==> config.mk <==
export PLATFORM = sky130hd
export DESIGN_NAME = pipeline_hazard_ctrl_flat
export DESIGN_NICKNAME = d
export VERILOG_FILES = /design/src/rtl/pipeline_hazard_ctrl_if.sv /design/src/rtl/pipeline_hazard_ctrl.sv /design/src/flat_wrapper.sv
export SDC_FILE = /design/constraint.sdc
export NUM_CORES = 1
export LEC_CHECK = 0
export BUFFER_PORTS_ARGS = -buffer_cell sky130_fd_sc_hd__buf_2
export CORE_ASPECT_RATIO = 1.5
export CORE_UTILIZATION = 40
export DETAILED_ROUTE_END_ITERATION = 8
export GPL_ROUTABILITY_DRIVEN = 0
export MAX_ROUTING_LAYER = met4
export PLACE_DENSITY = 0.8
export SYNTH_ARGS = -nofsm -noshare
export SYNTH_HDL_FRONTEND = slang
export SYNTH_SLANG_ARGS = --single-unit
==> constraint.sdc <==
create_clock -name clk -period 1.9 [get_ports clk]
set_input_delay 0.19 -clock clk [delete_from_list [all_inputs] [get_ports clk]]
set_output_delay 0.19 -clock clk [all_outputs]
set_load 0.1 [all_outputs]
==> src/rtl/pipeline_hazard_ctrl_if.sv <==
// Pipeline hazard controller bundle.
// Carries the per-stage register indices and control bits from the pipeline
// and the data-memory handshake into the controller. It also carries the
// stage enables, flushes and forward selects back out.
//   master : the hazard controller (drives enables/flushes/fwd/dmem_req)
//   slave  : the pipeline datapath + data memory side
interface pipeline_hazard_ctrl_if #(
  parameter int REG_W = 5
);
  logic [REG_W-1:0] id_rs, id_rt;
  logic             id_use_rs, id_use_rt;
  logic [REG_W-1:0] ex_rs, ex_rt, ex_rd;
  logic             ex_reg_write, ex_mem_read, ex_branch_tkn;
  logic [REG_W-1:0] mem_rd;
  logic             mem_reg_write, mem_access;
  logic [REG_W-1:0] wb_rd;
  logic             wb_reg_write;
  logic             dmem_ack;
  logic             dmem_req;
  logic             pc_en, ifid_en, idex_en, exmem_en, memwb_en;
  logic             ifid_flush, idex_flush, memwb_flush;
  logic [1:0]       fwd_a, fwd_b;
  logic             mem_err;

  modport master (
    input  id_rs, id_rt, id_use_rs, id_use_rt, ex_rs, ex_rt, ex_rd,
           ex_reg_write, ex_mem_read, ex_branch_tkn, mem_rd, mem_reg_write,
           mem_access, wb_rd, wb_reg_write, dmem_ack,
    output dmem_req, pc_en, ifid_en, idex_en, exmem_en, memwb_en,
           ifid_flush, idex_flush, memwb_flush, fwd_a, fwd_b, mem_err
  );

  modport slave (
    output id_rs, id_rt, id_use_rs, id_use_rt, ex_rs, ex_rt, ex_rd,
           ex_reg_write, ex_mem_read, ex_branch_tkn, mem_rd, mem_reg_write,
           mem_access, wb_rd, wb_reg_write, dmem_ack,
    input  dmem_req, pc_en, ifid_en, idex_en, exmem_en, memwb_en,
           ifid_flush, idex_flush, memwb_flush, fwd_a, fwd_b, mem_err
  );
endinterface

==> src/rtl/pipeline_hazard_ctrl.sv <==
// pipeline_hazard_ctrl
// Central sequencer for the IF/ID, ID/EX, EX/MEM and MEM/WB registers of a
// 5-stage pipeline. It stalls on RAW hazards and squashes wrong-path
// instructions on taken branches. It runs the data-memory req/ack handshake
// with a timeout, and drives the PC/stage enables and flushes.
// Optional feature macro: FORWARD_EN. When it is defined, only load-use
// stalls and the EX operand forward selects are driven. When it is
// undefined, the controller stalls until the producer reaches WB, and the
// forward selects are tied to 00.
// Ports:
//   clk  - clock, rising edge
//   rst  - asynchronous active-high reset
//   bus  - pipeline_hazard_ctrl_if.master:
//            stage indices/controls and dmem_ack in;
//            dmem_req, stage enables/flushes, fwd_a/fwd_b and mem_err out
// Every output except mem_err is combinational from the state and inputs.
module pipeline_hazard_ctrl #(
  parameter int REG_W       = 5,
  parameter int MEM_TIMEOUT = 64,
  parameter int TO_W        = 7
) (
  input logic                    clk,
  input logic                    rst,
  pipeline_hazard_ctrl_if.master bus
);
  typedef enum logic [1:0] {RUN, MEM_WAIT, ERROR} state_t;

  localparam logic [REG_W-1:0] R0      = '0;
  localparam logic [TO_W-1:0]  TO_LAST = TO_W'(MEM_TIMEOUT - 1);

  state_t          state;
  logic [TO_W-1:0] to_cnt;
  logic            mem_err_q;
  logic            hazard;
  logic [1:0]      fwd_a_c, fwd_b_c;

  // A used source that matches a writing, non-r0 destination.
  function automatic logic raw(input logic [REG_W-1:0] src, input logic use_src,
                               input logic [REG_W-1:0] dst, input logic wr);
    return use_src && wr && (dst != R0) && (src == dst);
  endfunction

`ifdef FORWARD_EN
  // The youngest producer wins, so EX/MEM is checked before MEM/WB.
  function automatic logic [1:0] fwd_sel(input logic [REG_W-1:0] src,
                                         input logic [REG_W-1:0] m_rd, input logic m_wr,
                                         input logic [REG_W-1:0] w_rd, input logic w_wr);
    if (m_wr && m_rd != R0 && m_rd == src) return 2'b10;
    if (w_wr && w_rd != R0 && w_rd == src) return 2'b01;
    return 2'b00;
  endfunction

  // A load result only exists after MEM, so a load-use pair cannot be forwarded.
  assign hazard  = raw(bus.id_rs, bus.id_use_rs, bus.ex_rd, bus.ex_mem_read)
                 | raw(bus.id_rt, bus.id_use_rt, bus.ex_rd, bus.ex_mem_read);
  assign fwd_a_c = fwd_sel(bus.ex_rs, bus.mem_rd, bus.mem_reg_write, bus.wb_rd, bus.wb_reg_write);
  assign fwd_b_c = fwd_sel(bus.ex_rt, bus.mem_rd, bus.mem_reg_write, bus.wb_rd, bus.wb_reg_write);
`else
  // There is no bypass path. The regfile writes in the first half-cycle, so
  // a producer in WB is already visible and only EX and MEM producers stall.
  assign hazard  = raw(bus.id_rs, bus.id_use_rs, bus.ex_rd,  bus.ex_reg_write)
                 | raw(bus.id_rt, bus.id_use_rt, bus.ex_rd,  bus.ex_reg_write)
                 | raw(bus.id_rs, bus.id_use_rs, bus.mem_rd, bus.mem_reg_write)
                 | raw(bus.id_rt, bus.id_use_rt, bus.mem_rd, bus.mem_reg_write);
  assign fwd_a_c = 2'b00;
  assign fwd_b_c = 2'b00;
`endif

  always_ff @(posedge clk or posedge rst) begin
    if (rst) begin
      state     <= RUN;
      to_cnt    <= '0;
      mem_err_q <= 1'b0;
    end else begin
      case (state)
        RUN: begin
          if (bus.mem_access && !bus.dmem_ack) begin
            state  <= MEM_WAIT;
            to_cnt <= '0;
          end
        end
        MEM_WAIT: begin
          if (bus.dmem_ack) begin
            state  <= RUN;
            to_cnt <= '0;
          end else if (to_cnt == TO_LAST) begin
            state     <= ERROR;
            mem_err_q <= 1'b1;
          end else begin
            to_cnt <= to_cnt + 1'b1;
          end
        end
        ERROR:   mem_err_q <= 1'b1;
        default: state <= RUN;
      endcase
    end
  end

  // Enables are {pc, ifid, idex, exmem, memwb}; flushes are {ifid, idex, memwb}.
  logic       req;
  logic [4:0] en;
  logic [2:0] fl;
  logic [1:0] fa, fb;

  always_comb begin
    req = 1'b0;
    en  = '0;
    fl  = '0;
    fa  = 2'b00;
    fb  = 2'b00;
    if (rst) begin
      fl = 3'b111;
    end else begin
      fa = fwd_a_c;
      fb = fwd_b_c;
      case (state)
        RUN: begin
          req = bus.mem_access;
          if (bus.mem_access && !bus.dmem_ack) begin
            en = '0;                // first cycle of a wait: freeze everything
          end else if (bus.ex_branch_tkn) begin
            en = '1;                // squash overrides any stall
            fl = 3'b110;
          end else if (hazard) begin
            en = 5'b00111;          // hold PC and IF/ID, load a bubble into ID/EX
            fl = 3'b010;
          end else begin
            en = '1;
          end
        end
        MEM_WAIT: req = bus.mem_access;   // frozen, including the ack cycle
        default:  ;                       // ERROR: everything held, no request
      endcase
    end
  end

  assign bus.dmem_req    = req;
  assign bus.pc_en       = en[4];
  assign bus.ifid_en     = en[3];
  assign bus.idex_en     = en[2];
  assign bus.exmem_en    = en[1];
  assign bus.memwb_en    = en[0];
  assign bus.ifid_flush  = fl[2];
  assign bus.idex_flush  = fl[1];
  assign bus.memwb_flush = fl[0];
  assign bus.fwd_a       = fa;
  assign bus.fwd_b       = fb;
  assign bus.mem_err     = mem_err_q;
endmodule
==> src/flat_wrapper.sv <==
// flat-port wrapper written by rule: the top's interface ports become plain ports
module pipeline_hazard_ctrl_flat 
#(
  parameter int REG_W       = 5,
  parameter int MEM_TIMEOUT = 64,
  parameter int TO_W        = 7
)
  (clk, rst, bus_id_rs, bus_id_rt, bus_id_use_rs, bus_id_use_rt, bus_ex_rs, bus_ex_rt, bus_ex_rd, bus_ex_reg_write, bus_ex_mem_read, bus_ex_branch_tkn, bus_mem_rd, bus_mem_reg_write, bus_mem_access, bus_wb_rd, bus_wb_reg_write, bus_dmem_ack, bus_dmem_req, bus_pc_en, bus_ifid_en, bus_idex_en, bus_exmem_en, bus_memwb_en, bus_ifid_flush, bus_idex_flush, bus_memwb_flush, bus_fwd_a, bus_fwd_b, bus_mem_err);
  pipeline_hazard_ctrl_if #(.REG_W(REG_W)) bus_i ();
  input logic clk;
  input logic rst;
  input wire logic [$bits(bus_i.id_rs)-1:0] bus_id_rs;
  input wire logic [$bits(bus_i.id_rt)-1:0] bus_id_rt;
  input wire logic [$bits(bus_i.id_use_rs)-1:0] bus_id_use_rs;
  input wire logic [$bits(bus_i.id_use_rt)-1:0] bus_id_use_rt;
  input wire logic [$bits(bus_i.ex_rs)-1:0] bus_ex_rs;
  input wire logic [$bits(bus_i.ex_rt)-1:0] bus_ex_rt;
  input wire logic [$bits(bus_i.ex_rd)-1:0] bus_ex_rd;
  input wire logic [$bits(bus_i.ex_reg_write)-1:0] bus_ex_reg_write;
  input wire logic [$bits(bus_i.ex_mem_read)-1:0] bus_ex_mem_read;
  input wire logic [$bits(bus_i.ex_branch_tkn)-1:0] bus_ex_branch_tkn;
  input wire logic [$bits(bus_i.mem_rd)-1:0] bus_mem_rd;
  input wire logic [$bits(bus_i.mem_reg_write)-1:0] bus_mem_reg_write;
  input wire logic [$bits(bus_i.mem_access)-1:0] bus_mem_access;
  input wire logic [$bits(bus_i.wb_rd)-1:0] bus_wb_rd;
  input wire logic [$bits(bus_i.wb_reg_write)-1:0] bus_wb_reg_write;
  input wire logic [$bits(bus_i.dmem_ack)-1:0] bus_dmem_ack;
  output wire logic [$bits(bus_i.dmem_req)-1:0] bus_dmem_req;
  output wire logic [$bits(bus_i.pc_en)-1:0] bus_pc_en;
  output wire logic [$bits(bus_i.ifid_en)-1:0] bus_ifid_en;
  output wire logic [$bits(bus_i.idex_en)-1:0] bus_idex_en;
  output wire logic [$bits(bus_i.exmem_en)-1:0] bus_exmem_en;
  output wire logic [$bits(bus_i.memwb_en)-1:0] bus_memwb_en;
  output wire logic [$bits(bus_i.ifid_flush)-1:0] bus_ifid_flush;
  output wire logic [$bits(bus_i.idex_flush)-1:0] bus_idex_flush;
  output wire logic [$bits(bus_i.memwb_flush)-1:0] bus_memwb_flush;
  output wire logic [$bits(bus_i.fwd_a)-1:0] bus_fwd_a;
  output wire logic [$bits(bus_i.fwd_b)-1:0] bus_fwd_b;
  output wire logic [$bits(bus_i.mem_err)-1:0] bus_mem_err;
  assign bus_i.id_rs = bus_id_rs;
  assign bus_i.id_rt = bus_id_rt;
  assign bus_i.id_use_rs = bus_id_use_rs;
  assign bus_i.id_use_rt = bus_id_use_rt;
  assign bus_i.ex_rs = bus_ex_rs;
  assign bus_i.ex_rt = bus_ex_rt;
  assign bus_i.ex_rd = bus_ex_rd;
  assign bus_i.ex_reg_write = bus_ex_reg_write;
  assign bus_i.ex_mem_read = bus_ex_mem_read;
  assign bus_i.ex_branch_tkn = bus_ex_branch_tkn;
  assign bus_i.mem_rd = bus_mem_rd;
  assign bus_i.mem_reg_write = bus_mem_reg_write;
  assign bus_i.mem_access = bus_mem_access;
  assign bus_i.wb_rd = bus_wb_rd;
  assign bus_i.wb_reg_write = bus_wb_reg_write;
  assign bus_i.dmem_ack = bus_dmem_ack;
  assign bus_dmem_req = bus_i.dmem_req;
  assign bus_pc_en = bus_i.pc_en;
  assign bus_ifid_en = bus_i.ifid_en;
  assign bus_idex_en = bus_i.idex_en;
  assign bus_exmem_en = bus_i.exmem_en;
  assign bus_memwb_en = bus_i.memwb_en;
  assign bus_ifid_flush = bus_i.ifid_flush;
  assign bus_idex_flush = bus_i.idex_flush;
  assign bus_memwb_flush = bus_i.memwb_flush;
  assign bus_fwd_a = bus_i.fwd_a;
  assign bus_fwd_b = bus_i.fwd_b;
  assign bus_mem_err = bus_i.mem_err;
  pipeline_hazard_ctrl #(.REG_W(REG_W), .MEM_TIMEOUT(MEM_TIMEOUT), .TO_W(TO_W)) u_core (.clk(clk), .rst(rst), .bus(bus_i));
endmodule
== Yosys cells after proc, flatten, opt, wreduce, memory -nomap -nowiden ==
Index checks and enable logic that the tools add are counted.
W data, S select, Z words.
Operators by class
  add/subtract/negate cells: 1
  equality and inequality tests: 12
  muxes and demuxes: 23
  bitwise gates (word level): 4
  reductions and logical operators: 23
Operators with widths (count)
  $mux W5: 5
  $mux W7: 3
  $eq A5 B5 Y1: 4
  $pmux W7 S2: 1
  $logic_and A1 B1 Y1: 13
  $mux W3: 4
  $reduce_bool A5 Y1: 2
  $reduce_and A3 Y1: 3
  $mux W2: 4
  $add A7 B1 Y7 const B: 1
  $eq A7 B6 Y1 const B: 1
  $pmux W2 S3: 1
  $mux W1: 4
  $ne A2 B1 Y1 const B: 2
  $reduce_bool A2 Y1: 2
  $ne A3 B2 Y1 const B: 1
  $ne A3 B3 Y1 const B: 1
  $or A1 B1 Y1: 3
  $eq A2 B1 Y1 const B: 1
  $eq A2 B2 Y1 const B: 1
  $logic_not A2 Y1: 1
  $ne A2 B2 Y1 const B: 1
  $pmux W1 S2: 1
  $reduce_or A2 Y1: 1
  2 further kinds: 2
Word-level totals
  flip-flop bits (word level): 10
  bits of input ports: 46
  logic and storage cells: 66

== Depth between registers and ports, before layout ==
  depth in word-level cells: 11
  gate-level depth with buffers: 7

== Least setup slack after synthesis ==
OpenSTA, ideal clock, no wires.
  kind: reg-to-output
  from: register u_core.state[1]
  to: output bus_pc_en
  arrival: 3654 ps
  required time: 1710 ps
  path slack: -1944 ps
  cell stages (with the launch flop): 6
  path buffers: 2
  cell sequence: dfrtp_1 buf_2 or3_2 nor2_1 o21a_1 buf_4
On the way
  word-level cells in the longest chain between the ends: 3
Ends and longest elaborated chain
  start: declaration: RTL line pipeline_hazard_ctrl.sv:31  | state_t state;
  start signal: assignment: RTL line pipeline_hazard_ctrl.sv:71  | state <= RUN;
  start signal: assignment: RTL line pipeline_hazard_ctrl.sv:78  | state <= MEM_WAIT;
  start signal: assignment: RTL line pipeline_hazard_ctrl.sv:84  | state <= RUN;
  $logic_not A2 Y1: RTL line pipeline_hazard_ctrl.sv:116  | case (state)
  $mux W5: RTL line pipeline_hazard_ctrl.sv:116
  $mux W5: RTL line pipeline_hazard_ctrl.sv:111  | if (rst) begin
  end: declaration: RTL line flat_wrapper.sv:29  | output wire logic [$bits(bus_i.pc_en)-1:0] bus_pc_en;
Every way passes these cells.

== Worst setup path after layout ==
  from: register u_core.to_cnt[0]
  to: register u_core.to_cnt[5]
On the way
  word-level cells in the longest chain between the ends: 4
Ends and longest elaborated chain
  start: declaration: RTL line pipeline_hazard_ctrl.sv:32  | logic [TO_W-1:0] to_cnt;
  start signal: assignment: RTL line pipeline_hazard_ctrl.sv:90  | to_cnt <= to_cnt + 1'b1;
  $add A7 B1 Y7: RTL line pipeline_hazard_ctrl.sv:90
  $mux W7: RTL line pipeline_hazard_ctrl.sv:86  | end else if (to_cnt == TO_LAST) begin
  $mux W7: RTL line pipeline_hazard_ctrl.sv:83  | if (bus.dmem_ack) begin
  $pmux W7 S2: RTL line pipeline_hazard_ctrl.sv:75  | case (state)
Parallel ways exist; a longest one is shown, timed or not. The select of a mux whose other input is x is not followed.
A chain may end at the register's enable or synchronous reset.

==> impl_metrics.env <==
export IMPL_worstPathMaxFanout=7
export IMPL_core_area_mm2=0.00208
export IMPL_synth_edf_count=0
export IMPL_ys_seq_area_frac=0.280
export IMPL_setup_viol=0
export IMPL_dpl_hpwl_um=1870
export IMPL_crit_type="flop to flop"
export IMPL_grt_usage=0.199
export IMPL_num_antenna_cells=0
export IMPL_comb_power_share=0.479
export IMPL_routed_wl_um=2350
export IMPL_fin_hold_ws_ps=166
export IMPL_postSynth_asyncResetShare=1.00
export IMPL_viasPerCell=5.29
export IMPL_drive_gt1_frac=0.449
export IMPL_dp_worst_setup_slack_ps=84.1
export IMPL_ys_ff_latch=10
export IMPL_crit_start="u_core.to_cnt[0]$_DFFE_PP0P_"
export IMPL_clock_fmax_ghz=0.547
export IMPL_hp_class="input port to flop"
export IMPL_hold_viol=0
export IMPL_die_w_um=40.6
export IMPL_leakage_nw=0.594
export IMPL_fin_ws_ps=71.9
export IMPL_cts_sinks=10
export IMPL_power_share_sequential=0.320
export IMPL_die_h_um=59.9
export IMPL_syn_area_um2=893
export IMPL_synth_xor_area_frac=0.206
export IMPL_drc=0
export IMPL_report_final_slew_viol_count=0
export IMPL_row_count=20
export IMPL_synth_compound_area_share=0.143
export IMPL_nNetsFinal=187
export IMPL_drtAntennaViolNets=0
export IMPL_internal_power_mw=0.414
export IMPL_worst_clock_skew_ps=1.00
export IMPL_vias=847
export IMPL_initial_utilization=0.430
export IMPL_fillers=170
export IMPL_die_area_mm2=0.00243
export IMPL_placement_cell_area_mm2=0.00120
export IMPL_h_tree_depth=1
export IMPL_cp_end_kind="flop"
export IMPL_drtIter0Drc=16
export IMPL_grt_max_degree=11
export IMPL_reg2reg_from="u_core.to_cnt[0]$_DFFE_PP0P_"
export IMPL_postLayoutCellArea_mm2=0.00126
export IMPL_crit_family="simple AND/OR/NAND/NOR gates"
export IMPL_grt_pass1_vias=810
export IMPL_final_core_util=0.605
export IMPL_p_clk_frac=0.201
export IMPL_path_buf_inv=0
export IMPL_synth_distinct_cells=39
export IMPL_status="finished clean"
export IMPL_synth_cells=98
export IMPL_fin_crit_sh=0.962
export IMPL_clkLatencyLatePin_ps=270
export IMPL_synthAdderAreaFrac=0.0140
export IMPL_synth_top_family_by_area="simple AND/OR/NAND/NOR gates"
export IMPL_cts_buffers=3
export IMPL_syn_to_final_growth_pct=40.6
export IMPL_clockRootBuffer="clkbuf_4"
export IMPL_post_drt_wl_per_cell_um=14.7
export IMPL_slowest_delay_ps=420
export IMPL_switching_share=0.419
export IMPL_synth_area_mux_share=0.0238
export IMPL_fin_crit_ps=1830
export IMPL_synth_main_ff_cell="dfrtp_1"
export IMPL_power_density_mw_per_mm2=567
export IMPL_hold_start="bus_dmem_ack"
export IMPL_port_buffers=38
export IMPL_critPathLaunchType="flop"
export IMPL_overflow=0
export IMPL_syn_avg_cell_area_um2=9.12
export IMPL_arrival_ps=1980
export IMPL_path_clk_slew_ps=60
export IMPL_worstPathCellList="ha_1, nand3_2, nor4_2, or3_1, o31a_1, o22a_1"
export IMPL_dr_pass1_iters=4
export IMPL_antenna_found_initial=0
export IMPL_synth_simple_gate_area_frac=0.235
export IMPL_grt_pass1_wl_um=3110
export IMPL_slowest_stage="or3_1"
export IMPL_cp_required_ps=2060
export IMPL_peakVddDrop_mv=0.415
export IMPL_power_switching_mw=0.299
export IMPL_clk_path_buf_depth=2
export IMPL_cts_tree="yes"
export IMPL_synth_warnings=0
export IMPL_top_level_ports=60
export IMPL_maxCapViolations=0
[cell usage in the layout (no fill, tap or decap), drive strengths merged]
cell type	count
nand2	4
or3	3
o21ai	4
dfrtp	10
buf	43
clkbuf	3
nor4	6
conb	4
or3b	1
xnor2	5
a21oi	1
or2	1
xor2	16
o22a	2
o31ai	1
nor4b	1
o31a	2
a2111oi	1
a32oi	2
mux2	1
inv	2
nand3	2
or4	2
dlygate4sd3	1
and2	2
o21a	1
nor2	6
ha	1
o21bai	1
and2b	1
nor3b	1
mux2i	1
a21o	1
nor3	3
nor2b	1
a22o	1
[registers in the layout, summed over array words and instances, names as in the netlist]
register            cells
u_core.to_cnt           7
u_core.state            2
u_core.bus.mem_err      1
[metal layers]
layer  vias up  GRT usage  routed length [um]
met4         0     0.0857                  38
met2        39      0.435                1410
li1        422          -                   -
met5         -          -                   0
met3         3    0.00372                 148
met1       383      0.134                 759
[synth_stat cells (2+ instances only)]
cell type	number	area, um2
a32oi_1	2	17.5
or4_1	2	15.0
o21ai_0	4	20.0
nor3_1	3	15.0
xnor2_1	5	43.8
or3_1	2	12.5
xor2_1	16	140
nor4_1	5	31.3
o31a_1	2	17.5
inv_1	2	7.51
dfrtp_1	10	250
nand2_1	4	15.0
nor2_1	6	22.5
o22a_1	2	17.5
buf_4	8	60.1
and2_1	2	12.5
[metrics by stage]
| stage | TNS [ps] | total power, mW | cells |
|---|---|---|---|
| 3_5_place_dp | 0 | 0.566 | 154 |
| 2_1_floorplan | -782 | 0.468 | 101 |
| 5_1_grt | -6.45 | 0.743 | 160 |
| 4_1_cts | 0 | 0.717 | 160 |
| 6_report | 0 | 0.713 | 160 |
| 3_3_place_gp | 0 | 0.557 | 154 |
[cell type report]
| cell class | instances | area [um2] | share of cell area |
|---|---|---|---|
| Clock buffer | 3 | 22.5 | 0.0179 |
| Sequential cell | 10 | 250 | 0.199 |
| Inverter | 2 | 7.51 | 0.00598 |
| Timing Repair Buffer | 44 | 343 | 0.273 |
| Tap cell | 22 | 27.5 | 0.0219 |
| Multi-Input combinational cell | 79 | 606 | 0.482 |
[path summary, 6_finish.rpt]
path                                             endpoint  slack (ps)  depth (start not counted)
max                          u_core.to_cnt[5]$_DFFE_PP0P_          70                          6
min                           u_core.state[0]$_DFFE_PP0P_         170                          2
max reg2reg                  u_core.to_cnt[5]$_DFFE_PP0P_          70                          6
min reg2reg                u_core.bus.mem_err$_DFFE_PP0P_         470                          1
max in group asynchronous     u_core.state[0]$_DFFE_PP0P_        1200                          4
min in group asynchronous    u_core.to_cnt[4]$_DFFE_PP0P_         570                          4
[worst register-to-register path: cells and delay by family (launching register included)]
kind	cells	cell delay, ps
and+or+nand+nor	3	580
AOI/OAI and AO/OA	2	510
DFF	1	400
adders and majority gates	1	230
[power by group through the flow]
| stage | sequential [mW] | clock (mW) | combinational [mW] |
|---|---|---|---|
| after floorplan | 0.230 | 0 | 0.238 |
| after detailed placement | 0.231 | 0 | 0.334 |
| after CTS | 0.227 | 0.149 | 0.341 |
| after global routing | 0.229 | 0.155 | 0.359 |
| after global placement | 0.231 | 0 | 0.326 |
| final | 0.228 | 0.143 | 0.341 |
[logic make-up after synthesis]
group	count (synthesis)
buf+inv	12
xor+xnor	21
flops	10
fa+ha+maj	1
simple gates	34
other cells	1
mux	2
compound gates	17
[what timing repair did]
action	in CTS	in global routing
hold buffers	1	0
gates resized for setup	0	1
hold endpoints to repair	10	0
cloned	0	0
buffers inserted	2	0
endpoints found under the setup margin	2	1
pin swaps	1	0
No activity file was read; power rests on OpenSTA's default activity.
